<file path="src/rtl/vid_mem_arbiter_pkg.sv">
// Shared types, defaults and byte-enable decode for the video/CPU SRAM arbiter.
package vid_mem_arbiter_pkg;

   typedef enum logic {
      IDLE  = 1'b0,
      BURST = 1'b1
   } arb_state_t;

   localparam int BURST_LEN_DEF   = 8;
   localparam int FRAME_WORDS_DEF = 24576;
   localparam int VPTR_W          = 15;

   // Byte accesses enable only the lane picked by the low address bits.
   function automatic logic [3:0] be_decode(input logic ben, input logic [1:0] lane);
      be_decode = ben ? (4'b0001 << lane) : 4'hF;
   endfunction

endpackage

</file>
<file path="src/rtl/vid_addr_gen.sv">
// Frame word pointer: steps once per video beat, wraps at the frame end and
// restarts at 0 on a pending frame sync, but only inside the clr window.
module vid_addr_gen
   import vid_mem_arbiter_pkg::*;
#(
   parameter int FRAME_WORDS = FRAME_WORDS_DEF
) (
   input  logic              clk,
   input  logic              rst,
   input  logic              vsync,
   input  logic              clr,
   input  logic              step,
   output logic [VPTR_W-1:0] vptr
);

   logic sync_pend;

   // A sync seen in the same cycle as the clr window takes effect at once,
   // so a burst starting right after it begins at word 0.
   always_ff @(posedge clk) begin
      if (rst) begin
         vptr      <= '0;
         sync_pend <= 1'b0;
      end else if (clr && (sync_pend || vsync)) begin
         vptr      <= '0;
         sync_pend <= 1'b0;
      end else begin
         sync_pend <= sync_pend | vsync;
         if (step) begin
            vptr <= (vptr == VPTR_W'(FRAME_WORDS - 1)) ? '0 : vptr + 1'b1;
         end
      end
   end

endmodule

</file>
<file path="src/rtl/vid_mem_arbiter.sv">
// Single-port async SRAM shared between the CPU and display refresh.
// state | meaning
// IDLE  | CPU owns the SRAM; a sampled vreq starts a burst next cycle
// BURST | video owns the SRAM for BURST_LEN beats; CPU is stalled
module vid_mem_arbiter
   import vid_mem_arbiter_pkg::*;
#(
   parameter int BURST_LEN   = BURST_LEN_DEF,
   parameter int FRAME_WORDS = FRAME_WORDS_DEF
) (
   input  logic        clk,
   input  logic        rst,
   input  logic [23:0] adr,
   input  logic        rd,
   input  logic        wr,
   input  logic        ben,
   input  logic [31:0] outbus,
   output logic [31:0] inbus,
   output logic        stallX,
   input  logic        vreq,
   input  logic        vsync,
   input  logic [19:0] vbase,
   output logic [31:0] vdata,
   output logic        vvalid,
   output logic [19:0] sram_adr,
   output logic        sram_we,
   output logic [3:0]  sram_be,
   output logic [31:0] sram_dout,
   input  logic [31:0] sram_din
);

   localparam int BEAT_W = (BURST_LEN > 1) ? $clog2(BURST_LEN) : 1;

   arb_state_t        state;
   logic [BEAT_W-1:0] beat;
   logic [VPTR_W-1:0] vptr;
   logic              in_burst;
   logic              unused_cpu;

   assign in_burst   = (state == BURST);
   assign unused_cpu = rd ^ (^adr[23:22]);

   vid_addr_gen #(
      .FRAME_WORDS(FRAME_WORDS)
   ) u_addr_gen (
      .clk  (clk),
      .rst  (rst),
      .vsync(vsync),
      .clr  (~in_burst),
      .step (in_burst),
      .vptr (vptr)
   );

   // Leaving BURST unconditionally guarantees the CPU one slot between bursts.
   always_ff @(posedge clk) begin
      if (rst) begin
         state  <= IDLE;
         beat   <= '0;
         vvalid <= 1'b0;
         vdata  <= '0;
      end else begin
         vvalid <= in_burst;
         if (in_burst) begin
            vdata <= sram_din;
         end
         case (state)
            IDLE: begin
               if (vreq) begin
                  state <= BURST;
                  beat  <= '0;
               end
            end
            BURST: begin
               if (beat == BEAT_W'(BURST_LEN - 1)) begin
                  state <= IDLE;
                  beat  <= '0;
               end else begin
                  beat <= beat + 1'b1;
               end
            end
         endcase
      end
   end

   assign stallX    = in_burst;
   assign sram_adr  = in_burst ? (vbase + {{(20 - VPTR_W){1'b0}}, vptr}) : adr[21:2];
   assign sram_we   = ~in_burst & wr;
   assign sram_be   = in_burst ? 4'hF : be_decode(ben, adr[1:0]);
   assign sram_dout = outbus;
   assign inbus     = sram_din;

endmodule

</file>
<file path="config.mk">
export PLATFORM = sky130hd
export DESIGN_NAME = vid_mem_arbiter
export DESIGN_NICKNAME = d
export VERILOG_FILES = /design/src/rtl/vid_mem_arbiter_pkg.sv /design/src/rtl/vid_addr_gen.sv /design/src/rtl/vid_mem_arbiter.sv
export SDC_FILE = /design/constraint.sdc
export NUM_CORES = 1
export LEC_CHECK = 0
export ABC_AREA = 0
export CAP_MARGIN = 25
export CORE_ASPECT_RATIO = 1.1
export CORE_MARGIN = 4
export CORE_UTILIZATION = 40
export DETAILED_ROUTE_END_ITERATION = 10
export GPL_TIMING_DRIVEN = 0
export HOLD_SLACK_MARGIN = 0.15
export PLACE_DENSITY = 0.89
export RECOVER_POWER = 100
export SLEW_MARGIN = 20
export SYNTH_ARGS = -nofsm -noshare
export SYNTH_HDL_FRONTEND = slang
export SYNTH_SLANG_ARGS = --single-unit
</file>
<file path="constraint.sdc">
create_clock -name clk -period 9.4 [get_ports clk]
set_input_delay 2.35 -clock clk [delete_from_list [all_inputs] [get_ports clk]]
set_output_delay 2.35 -clock clk [all_outputs]
set_load 0.01 [all_outputs]
</file>
==> reports/results.txt <==
Gate Count Post-Synth - 462
Yosys Warn Count - 0
Final count of hold timing violations - 0
# DRC - 0
Total number of vias - 4097
Height of the die - 110 um
Primary FF master, synth - sky130_fd_sc_hd__dfxtp_1
WL met1 - 4790 um
Violation count after the first detailed-routing iteration - 217
Post-synthesis adder-cell area fraction - 6.46%
Number of rows in the core area - 37
Max clock buf depth - 2
Buffers added on ports - 202
DRT Wirelength - 13000 um
Drt wl/cell - 16.4 um
I/O pin cnt - 238
Top cell type's share of synthesized area - 28.0%
Final setup skew - 10.5 ps
Clock period minus worst slack - 7950 ps
Library cell occupying the most area in the post-synthesis netlist - sky130_fd_sc_hd__dfxtp_1
Highest Signal Layer - met4
Total global-route track usage - 21.8%
Sum of met3 wire segment lengths after detailed routing - 1110 um
Simple-gate share of the synthesized area - 19.6%
Post-synthesis instance area - 0.00379 mm^2
Sequential element share of the synthesized area - 28.0%
Power per unit of standard cell area - 98.7 mW/mm^2
Cell leakage power - 2.56 nW
Post-placement cell area - 0.00596 mm^2
Number of max-capacitance violations reported - 0
Post-detailed-placement half-perimeter wirelength - 10800 um
Reg-to-reg setup timing slack - 7100 ps
Total Nets Final - 805
Length of routed met2 wiring - 6600 um
Register bit total from synthesis - 53
Count of different cell masters after synthesis - 53
TritonCTS clock tree - built
Worst Setup End Kind - output port
Count of flip-flops with a built-in enable after synthesis - 0
CTS Hold Buffers Added - 0
Number of global-route vias before repair - 4258
Element type at the critical path start - primary input
Mean post-synth cell area - 8.21 um^2
Cell Chain, Critical Path - clkdlybuf4s50_1 > ha_1 > nand2_1 > o21ai_0 > nand4_1 > a2111oi_0 > nand3b_1 > dlygate4sd3_1
Multiplexer area fraction after synthesis - 10.5%
Cell Count Post-Placement - 781
Die footprint - 0.0111 mm^2
Worst hold-check path type - flip-flop to flip-flop
Setup Crit Path Kind - primary input to output port
Max IR drop VDD - 0.0830 mV
Number of antenna violations at the first check in global routing - 0
Clock slew at reported path FFs - 100 ps
Non-filler cells, final - 789
Data required time at the worst endpoint - 7050 ps
First-pass detailed-route iteration total - 4
Post-route fraction of the period consumed by the critical path - 84.5%
WP data arrival - 5600 ps
Number of pins with negative max-slew slack in the final report - 0
Antenna-violating nets left - 0
Residual overflow from global routing - 0
Leading cell types in the layout, fill and taps excluded - sky130_fd_sc_hd__dlygate4sd3_1 (124), sky130_fd_sc_hd__clkdlybuf4s50_1 (78), sky130_fd_sc_hd__buf_4 (64), sky130_fd_sc_hd__nor2_1 (62), sky130_fd_sc_hd__dfxtp_1 (53)
Count of antenna diodes in the layout - 0
Critical path fanouts, max - 6
Source-to-sink clock delay at the later pin of the worst-skew pair - 300 ps
Sink Count - 53
First-pass GRT wire length - 19700 um
Transition at the pin with the smallest max-transition slack - 821 ps
Worst Reg2Reg Path Length in Cells - 6
Clk root buf - sky130_fd_sc_hd__clkbuf_8
Crit-path max cell delay - 660 ps
Post-synthesis compound-gate area fraction - 14.9%
Max-slew headroom - 44.7%
Effective utilization at floorplan - 40.8%
Xor-xnor portion of the synthesized cell area - 3.92%
Total setup buffers inserted after CTS - 0
Floorplan die width - 101 um
Result of the run - complete, no violations
Main combinational cell family by area after synthesis - simple AND/OR/NAND/NOR gates
Share of layout cells above drive strength 1 - 12.6%
Finished layout cell area - 0.00605 mm^2
Post-Synthesis Net Count - 596
Layout overhead on the synthesized area - 59.6%
Pin count of the biggest net entering global routing - 17
Routability Congestion - 0.914
FFs w/ async S/R, synth - 0%
Maximum clock frequency - 0.126 GHz
Core Box Area - 0.00931 mm^2
Synth top area cells - sky130_fd_sc_hd__dfxtp_1 (28%), sky130_fd_sc_hd__buf_4 (13%), sky130_fd_sc_hd__mux2i_1 (8.7%)
Max stage delay cell, worst path - sky130_fd_sc_hd__o21ai_0
Most common cell after layout, fill and taps aside - sky130_fd_sc_hd__dlygate4sd3_1
Final Setup Violations - 0
Unrepaired setup endpoints after global routing - no
DR vias/cell - 5.19
Instance count along the most critical hold path - 2
Setup TNS - 0 ps
Quantity of gates resized following cts - 0
Number of buffers inserted during clock tree synthesis - 5
# H-tree levels - 2
## cell families after synthesis
group	after synthesis
flops	53
simple gates	151
mux	39
fa+ha+maj	19
buf+inv	101
xor+xnor	17
compound gates	82
## critical path: cells and delay by family
family	cells	cell delay, ps
compound gates	2	1140
fa+ha+maj	1	390
buf+inv	2	1030
simple gates	3	680
## where the power goes
part / internal (mW) / total (mW) / switching, mW
registers: 0.235 / 0.241 / 0.00626
logic: 0.116 / 0.203 / 0.0861
clock network: 0.0801 / 0.154 / 0.0742
total: 0.431 / 0.598 / 0.167
## Yosys cell counts, drive strengths merged (4+ instances only)
cell type  count
dfxtp         53
o31ai          4
mux2           6
nor3           7
nor2          62
nand3b         4
xor2           5
or3            4
a211oi         4
a21o           6
o211ai         5
ha            18
nand2         20
buf           70
nand3         13
o21a           6
clkbuf        12
a21oi         23
mux2i         33
nand4         13
nor2b          6
and2           5
and3           5
xnor2         12
inv           19
o21ai         10
## final cells by class
cell class,instances,area (um^2)
Multi-Input combinational cell,308,2090
Clock buffer,6,72.6
Fill cell,768,3250
Clock inverter,2,38.8
Buffer,82,554
Inverter,19,71.3
Tap cell,117,146
Sequential cell,53,1060
Timing Repair Buffer,202,2020
## state kept, by name, summed over array words and instances, names as in the netlist
| register | count |
|---|---|
| vvalid | 1 |
| beat | 3 |
| u_addr_gen.vptr | 15 |
| stallX | 1 |
| u_addr_gen.sync_pend | 1 |
| vdata | 32 |
## final timing paths
path                       from                  end
max reg2reg  u_addr_gen.vptr[9]  u_addr_gen.vptr[10]
min reg2reg            vdata[4]             vdata[4]
min                    vdata[4]             vdata[4]
max                    vbase[3]         sram_adr[17]
## stage by stage
| stage | power (mW) | utilization (%) | setup slack (ps) | hold slack [ps] |
|---|---|---|---|---|
| after floorplan | 0.341 | - | 3030 | 491 |
| after global placement | 0.461 | 64.1 | 1710 | 471 |
| after detailed placement | 0.464 | 64.1 | 1640 | 489 |
| after CTS | 0.619 | 65.3 | 1630 | 510 |
| after global routing | 0.625 | 65.1 | 1310 | 535 |
| final | 0.598 | 65.1 | 1450 | 500 |
## layer usage
layer / up-vias / global-route usage, %
met3: 34 / 5.10
li1: 1979 / -
met4: 0 / 9.34
met1: 1893 / 23.2
met5: - / 0
met2: 191 / 40.6
No activity file was read; power rests on OpenSTA's default activity.
